### src/rtl/cpu_ctrl_fsm.sv
// cpu_ctrl_fsm: multi-cycle control sequencer for the single-issue ARM datapath.
// Fetches over a req/ack handshake, evaluates the condition field against
// NZCV, drives ALU/regfile/PC strobes and sequences data-memory access.
// A memory handshake that is not acknowledged within MEM_TIMEOUT cycles
// parks the sequencer in FAULT until reset (MEM_TIMEOUT = 0 disables this).
// Optional: define CTRL_PERF_CNT_EN to implement retire_count; otherwise it
// reads as zero and the counter is not built.
module cpu_ctrl_fsm #(
  parameter int unsigned MEM_TIMEOUT = 16
) (
  input  logic        clk,
  input  logic        nreset,
  input  logic        run,
  output logic        imem_req,
  input  logic        imem_ack,
  input  logic [31:0] instr,
  input  logic [3:0]  flags,
  output logic        ir_load,
  output logic [3:0]  alu_op,
  output logic        alu_src_imm,
  output logic        set_flags,
  output logic        dmem_req,
  output logic        dmem_we,
  input  logic        dmem_ack,
  output logic        rf_we,
  output logic [3:0]  rf_waddr,
  output logic        pc_en,
  output logic        branch_take,
  output logic        fault,
  output logic [2:0]  state,
  output logic [15:0] retire_count
);

  typedef enum logic [2:0] {
    S_IDLE   = 3'd0,
    S_FETCH  = 3'd1,
    S_DECODE = 3'd2,
    S_EXEC   = 3'd3,
    S_MEM    = 3'd4,
    S_WB     = 3'd5,
    S_FAULT  = 3'd6
  } state_e;

  localparam logic [7:0] TO_LIM = 8'(MEM_TIMEOUT);

  state_e      state_q, state_d;
  logic [31:0] ir_q, ir_d;
  logic [7:0]  to_cnt_q, to_cnt_d;
  logic        skip_q, skip_d;

  logic is_dp, is_ls, is_b;
  logic cond_pass;
  logic timeout_hit;
  logic fl_n, fl_z, fl_c, fl_v;

  // Operand/shift fields of the IR are consumed by the datapath, not here.
  logic unused_ir_bits;
  assign unused_ir_bits = ^{ir_q[19:16], ir_q[11:0]};

  assign {fl_n, fl_z, fl_c, fl_v} = flags;
  assign state       = state_q;
  assign timeout_hit = (TO_LIM != '0) && (to_cnt_q == TO_LIM - 8'd1);

  // Instruction class decode from IR[27:25].
  always_comb begin
    is_dp = (ir_q[27:26] == 2'b00);
    is_ls = (ir_q[27:26] == 2'b01);
    is_b  = (ir_q[27:25] == 3'b101);
  end

  // ARM condition-code evaluation; 1111 is treated as never.
  always_comb begin
    cond_pass = 1'b0;
    unique case (ir_q[31:28])
      4'b0000: cond_pass = fl_z;
      4'b0001: cond_pass = !fl_z;
      4'b0010: cond_pass = fl_c;
      4'b0011: cond_pass = !fl_c;
      4'b0100: cond_pass = fl_n;
      4'b0101: cond_pass = !fl_n;
      4'b0110: cond_pass = fl_v;
      4'b0111: cond_pass = !fl_v;
      4'b1000: cond_pass = fl_c && !fl_z;
      4'b1001: cond_pass = !fl_c || fl_z;
      4'b1010: cond_pass = (fl_n == fl_v);
      4'b1011: cond_pass = (fl_n != fl_v);
      4'b1100: cond_pass = !fl_z && (fl_n == fl_v);
      4'b1101: cond_pass = fl_z || (fl_n != fl_v);
      4'b1110: cond_pass = 1'b1;
      default: cond_pass = 1'b0;
    endcase
  end

  // Next-state, IR capture, timeout counting and strobe decode.
  always_comb begin
    state_d     = state_q;
    ir_d        = ir_q;
    skip_d      = skip_q;
    to_cnt_d    = to_cnt_q;
    imem_req    = 1'b0;
    ir_load     = 1'b0;
    alu_op      = '0;
    alu_src_imm = 1'b0;
    set_flags   = 1'b0;
    dmem_req    = 1'b0;
    dmem_we     = 1'b0;
    rf_we       = 1'b0;
    rf_waddr    = '0;
    pc_en       = 1'b0;
    branch_take = 1'b0;
    fault       = 1'b0;
    unique case (state_q)
      S_IDLE: begin
        if (run) state_d = S_FETCH;
      end
      S_FETCH: begin
        imem_req = 1'b1;
        if (imem_ack) begin
          ir_load = 1'b1;
          ir_d    = instr;
          state_d = S_DECODE;
        end else if (timeout_hit) begin
          state_d = S_FAULT;
        end else begin
          to_cnt_d = to_cnt_q + 8'd1;
        end
      end
      S_DECODE: begin
        skip_d  = !cond_pass;
        state_d = cond_pass ? S_EXEC : S_WB;
      end
      S_EXEC: begin
        if (is_dp) begin
          alu_op      = ir_q[24:21];
          alu_src_imm = ir_q[25];
          set_flags   = ir_q[20];
          state_d     = S_WB;
        end else if (is_ls) begin
          state_d = S_MEM;
        end else if (is_b) begin
          branch_take = 1'b1;
          state_d     = S_FETCH;
        end else begin
          state_d = S_WB;
        end
      end
      S_MEM: begin
        dmem_req = 1'b1;
        dmem_we  = !ir_q[20];
        if (dmem_ack) begin
          state_d = S_WB;
        end else if (timeout_hit) begin
          state_d = S_FAULT;
        end else begin
          to_cnt_d = to_cnt_q + 8'd1;
        end
      end
      S_WB: begin
        pc_en    = 1'b1;
        rf_we    = !skip_q && ((is_dp && (ir_q[24:23] != 2'b10)) ||
                               (is_ls && ir_q[20]));
        rf_waddr = rf_we ? ir_q[15:12] : 4'd0;
        state_d  = run ? S_FETCH : S_IDLE;
      end
      S_FAULT: begin
        fault = 1'b1;
      end
      default: state_d = S_IDLE;
    endcase
    // Any state change clears the counter, which covers entry to FETCH/MEM.
    if (state_d != state_q) to_cnt_d = '0;
  end

  // Control state registers with synchronous active-high reset.
  always_ff @(posedge clk) begin
    if (nreset) begin
      state_q  <= S_IDLE;
      ir_q     <= '0;
      to_cnt_q <= '0;
      skip_q   <= 1'b0;
    end else begin
      state_q  <= state_d;
      ir_q     <= ir_d;
      to_cnt_q <= to_cnt_d;
      skip_q   <= skip_d;
    end
  end

`ifdef CTRL_PERF_CNT_EN
  logic [15:0] retire_q, retire_d;

  // Retire counter advances once per WB cycle, wrapping at 16 bits.
  always_comb begin
    retire_d = retire_q;
    if (state_q == S_WB) retire_d = retire_q + 16'd1;
  end

  // Retire counter register.
  always_ff @(posedge clk) begin
    if (nreset) retire_q <= '0;
    else        retire_q <= retire_d;
  end

  assign retire_count = retire_q;
`else
  assign retire_count = '0;
`endif

endmodule

### config.mk
export PLATFORM = sky130hd
export DESIGN_NAME = cpu_ctrl_fsm
export DESIGN_NICKNAME = d
export VERILOG_FILES = /design/src/rtl/cpu_ctrl_fsm.sv
export SDC_FILE = /design/constraint.sdc
export NUM_CORES = 1
export LEC_CHECK = 0
export ABC_AREA = 1
export CAP_MARGIN = 10
export CORE_ASPECT_RATIO = 1.25
export CORE_MARGIN = 2
export CORE_UTILIZATION = 38
export CTS_CLUSTER_DIAMETER = 120
export CTS_CLUSTER_SIZE = 16
export DETAILED_ROUTE_END_ITERATION = 12
export PLACE_DENSITY = 0.76
export SETUP_SLACK_MARGIN = 0.1
export SYNTH_ARGS = -nofsm -noshare
export SYNTH_HDL_FRONTEND = slang
export SYNTH_SLANG_ARGS = --single-unit
### constraint.sdc
create_clock -name clk -period 1.5 [get_ports clk]
set_input_delay 0.15 -clock clk [delete_from_list [all_inputs] [get_ports clk]]
set_output_delay 0.15 -clock clk [all_outputs]
set_load 0.005 [all_outputs]
# ---- Word-level counts from Yosys, hierarchy flattened
# Cells that the tools add are included.
dict set report totals {
  reg_bits 44
  inputBits 41
}
dict set report classes {
  reduce_logical 22
  muxes 35
  addsub 1
  eq_ne 29
}
# cell n
set ops {}
lappend ops {{equality test 4 bit (second input constant)} 7}
lappend ops {{two-way mux 3 bit} 8}
lappend ops {{two-way mux 8 bit} 3}
lappend ops {{case mux 3 bit (7 select lines)} 1}
lappend ops {{two-way mux 1 bit} 17}
lappend ops {{equality test 4 x 3 -> 1 bit (second input constant)} 4}
lappend ops {{two-way mux 4 bit} 4}
lappend ops {{case mux 8 bit (2 select lines)} 1}
lappend ops {{case mux 1 bit (15 select lines)} 1}
lappend ops {{equality test 3 bit (second input constant)} 4}
lappend ops {{adder 8 x 1 -> 8 bit (second input constant)} 1}
lappend ops {{equality test 4 x 2 -> 1 bit (second input constant)} 2}
lappend ops {{equality test 8 x 4 -> 1 bit (second input constant)} 1}
lappend ops {{zero test 1 bit} 7}
lappend ops {{equality test 3 x 2 -> 1 bit (second input constant)} 2}
lappend ops {{!= test 2 bit (second input constant)} 3}
lappend ops {{logical AND 1 bit} 5}
lappend ops {{equality test 4 x 1 -> 1 bit (second input constant)} 1}
lappend ops {{zero test 4 bit} 1}
lappend ops {{equality test 3 x 1 -> 1 bit (second input constant)} 1}
lappend ops {{zero test 3 bit} 1}
lappend ops {{logical OR 1 bit} 3}
lappend ops {{!= test 3 bit} 1}
lappend ops {{AND reduction 3 bit} 1}
lappend ops {{other kinds (7)} 7}

# ---- Longest topological paths before layout
dict set report logic_depth {
  depth_word 7
  ltp_mapped 15
  ltp_nobuf 15
}

# ---- Least setup slack after synthesis
# Ideal clock, no wire load.
dict set report synth_path {
  path_kind {reg2reg}
  start {register to_cnt_q[0]}
  end {register to_cnt_q[1]}
  arrival_ps 1410
  period_less_slack_ps 1523
  setup_slack_ps -23
  required_ps 1387
  n_path_buf 0
  path_stages_with_launch 9
  path_cell_list {dfxtp_1 -> ha_1 -> nand2_1 -> nor2_2 -> nand2_1 -> o211ai_4 -> mux2_2 -> inv_1 -> nor2_2}
}
dict set report synth_between {
  elab_chain_cells 6
}
# item line
set synth_rtl {}
lappend synth_rtl {{from (decl)} 48} ;# logic [7:0] to_cnt_q, to_cnt_d;
lappend synth_rtl {{from (signal assigned)} 184} ;# to_cnt_q <= to_cnt_d;
lappend synth_rtl {{equality test 8 x 4 -> 1 bit} 62} ;# assign timeout_hit = (TO_LIM != '0) && (to_cnt_q == TO_LIM - 8'd1);
lappend synth_rtl {{two-way mux 3 bit} {122, 152}}
lappend synth_rtl {{two-way mux 3 bit, on equally long branches} {150, 118}}
lappend synth_rtl {{case mux 3 bit (7 select lines)} 112} ;# unique case (state_q)
lappend synth_rtl {{!= test 3 bit} 171} ;# if (state_d != state_q) to_cnt_d = '0;
lappend synth_rtl {{OR reduction 2 bit (no source line)} -}
# Several ways; a longest one is shown, not always the timed one. The select of a mux whose other input is x is not followed.
# A chain may end at the register's enable or synchronous reset.

# ---- Worst setup path after layout
dict set report layout_path {
  start {register state_q[1], in the netlist state[1]}
  end {register to_cnt_q[6]}
}
dict set report layout_between {
  elab_chain_cells 5
}
# item line
set layout_rtl {}
lappend layout_rtl {{from (decl)} 46} ;# state_e state_q, state_d;
lappend layout_rtl {{from (signal assigned)} 182} ;# state_q <= state_d;
lappend layout_rtl {{two-way mux 3 bit} {122, 152}}
lappend layout_rtl {{two-way mux 3 bit, on equally long branches} {150, 118}}
lappend layout_rtl {{case mux 3 bit (7 select lines)} 112}
lappend layout_rtl {{!= test 3 bit} 171}
lappend layout_rtl {{OR reduction 2 bit (no source line)} -}
# Several ways; a longest one is shown, not always the timed one.

==> reports/metrics.yaml <==
outcome: "finished with violations"
violations: "negative setup slack"
seq_area_frac_synth_pct: 31.5
min_period_ns: 1.71
coreArea_sq_um: 4460
cellLeakagePower_nw: 1.38
routed_via_density: 4.52
synth-simple-area-share_pct: 35.7
final_net_count: 406
wl_met2_mm: 2.70
rows: 27
drt_first_iter_violations: 36
min_path_type: "flip-flop to flip-flop"
gp_congestion: 0.811
cts_tree: "yes"
synthDominantCellAreaShare_pct: 31.5
ioPinCount: 78
period_share_pct: 114
fin_area_sq_um: 2920
avgRoutedWirePerCell_microns: 11.8
timing.final.max_slew_violations: 0
detailedRoute.firstPassIterationCount: 4
synthCells: 267
synth_xor_xnor_area_share_pct: 2.95
end_kind: "flip-flop"
fin_ws_ns: -0.205
yosysTopAreaCell: "dfxtp_1"
grt.total_usage_pct: 17.9
setup_viol: 14
cap_violations: 0
hold_viol_final: 0
synthTopCellsByArea: "dfxtp_1 (31%), nand2_1 (10%), nor2_1 (7.8%)"
htree_num_levels: 1
setup_tns_ns: -2.06
avgSynthCellArea_sq_um: 6.67
synthMuxAreaShare_pct: 1.26
clkPwrFrac_pct: 28.3
io_buffers: 45
cp_data_required_time_ns: 1.67
clk_pin_slew_worst_paths_ns: 0.09
critPathKind: "flip-flop to flip-flop"
num_antenna_cells: 0
drive_gt1_share_pct: 44.4
final_cell_mix: "nand2_1 (40), buf_4 (39), inv_1 (26)"
dr.max_layer_used: "met4"
clock-sinks: 28
synth_top_family_by_area: "simple AND/OR/NAND/NOR gates"
rsz0062_at_grt: "true"
start_kind: "flip-flop"
syn2layout_area_growth_pct: 63.8
met1Wirelength_mm: 2.00
hpwl_mm: 3.21
fillCellCount: 371
power_density_nw_per_um2: 631
drt-total-wl_mm: 4.95
netlist_area_sq_um: 1780
num_vias: 1902
clockRootBuffer: "clkbuf_8"
dr_wl_met3_microns: 163
critPathMaxFanout: 8
place_inst: 399
antenna_found_initial: 0
synth-adder-area-share_pct: 0.702
internal_power_mw: 1.31
ys_types: 30
grt_max_degree: 27
switching_share_pct: 28.6
pwr-share-seq_pct: 44.5
synth_compound_area_share_pct: 12.1
final_cells: 421
skew_ns: 0.00454
clk_latency_ns: 0.27
die-height_microns: 80.6
fmax_mhz: 586
p_comb_share_pct: 27.2
clk_path_buf_depth: 2
cts_buffers: 3
ir_drop_mv: 0.490
placed_area_sq_um: 2540
globalRouteOverflowTotal: 0
die_x_microns: 65.2
initial_core_util_pct: 40.0
ant_nets: 0
arrival_ns: 1.88
switching_power_mw: 0.526
drc: 0
yosysWarnings: 0
grt_pass1_vias: 1780
synth-seq-cells: 28
grt_pass1_wl_mm: 7.47
final_common_cell: "nand2_1"
dieArea_sq_um: 5260
place_ws_ns: -0.330
worst paths after layout:
check | start | endpoint | slack [ns] | cells past startpoint
setup / recovery | state[1] | to_cnt_q[6] | -0.21 | 12
hold / removal | ir_q[14] | ir_q[14] | 0.48 | 2
setup reg to reg | state[1] | to_cnt_q[6] | -0.21 | 12
hold reg to reg | ir_q[14] | ir_q[14] | 0.48 | 2
metrics by stage:
step / utilization, % / power [mW] / hold slack (ns)
5_1_grt: 65.5 / 1.94 / 0.499
2_1_floorplan: - / 1.08 / 0.209
3_5_place_dp: 57.0 / 1.24 / 0.444
4_1_cts: 61.3 / 1.79 / 0.459
3_3_place_gp: 57.0 / 1.23 / 0.443
6_report: 65.5 / 1.84 / 0.479
critical path, cell delays in order, from the launching register on:
cell and delay, ns:
dfxtp_4 0.42, inv_6 0.06, nand3_4 0.10, inv_2 0.06, buf_6 0.12, nand2_4 0.07, nand3_1 0.13, a21oi_2 0.23
nand3_1 0.11, nand2_1 0.08, inv_2 0.04, nand2_4 0.13, nor2_2 0.05
Yosys cell counts:
cell type and n:
nand2_1 48, nor2_1 37, inv_1 35, dfxtp_1 28, a21oi_1 19, nand3_1 17, o21ai_0 17, buf_4 16
nor2_2 12, xor2_1 5, inv_2 4, nand2_4 4, clkbuf_1 3, nor3_1 3, mux2_2 2, nand3_2 2
nor2_4 2, a21oi_2 1, and2_0 1, conb_1 1, ha_1 1, nand2_2 1, nand3b_1 1, nand4_1 1
nand4_2 1, nor3_2 1, nor4_1 1, o211ai_4 1, o21ai_1 1, xnor2_1 1
layer usage:
metal  up-vias  GRT usage (%)
met5         -              0
met4         0           5.63
met3         8           1.82
met2        45           33.9
met1       850           20.7
li1        999              -
final cells by class:
type                    instances  area (sq um)  share of cell area [%]
clock buffers                   4          66.3                    2.27
inverters                      39           156                    5.36
multi-input cells             196          1210                    41.5
flip-flops and latches         28           589                    20.2
well taps                      58          72.6                    2.49
repair buffers                 96           823                    28.2
state kept, by name, indices dropped and copies added (netlist names):
name      count
ir_q         16
skip_q        1
state         3
to_cnt_q      8
power by group through the flow:
| stage | logic (mW) | clock network [mW] | registers, mW |
|---|---|---|---|
| floorplan | 0.256 | 0 | 0.826 |
| CTS | 0.440 | 0.532 | 0.814 |
| detailed placement | 0.409 | 0 | 0.828 |
| finish | 0.501 | 0.520 | 0.820 |
| global placement | 0.402 | 0 | 0.828 |
| global route | 0.550 | 0.565 | 0.826 |
kinds of logic after synthesis:
kind of cell	after synthesis
AO/OA/AOI/OAI	39
XOR/XNOR	6
adder cells (fa/ha/maj)	1
buffers and inverters	58
flip-flops	28
multiplexers	2
other	1
AND/OR/NAND/NOR	132
repair_timing:
item / 4_1_cts / 5_1_grt
hold buffers: 0 / 0
endpoints found under the setup margin: 28 / 41
resized for setup: 67 / 79
pin swaps: 12 / 19
cloned: 0 / 0
buffers inserted: 14 / 5
Note: power is estimated with default switching activity, not from simulation.
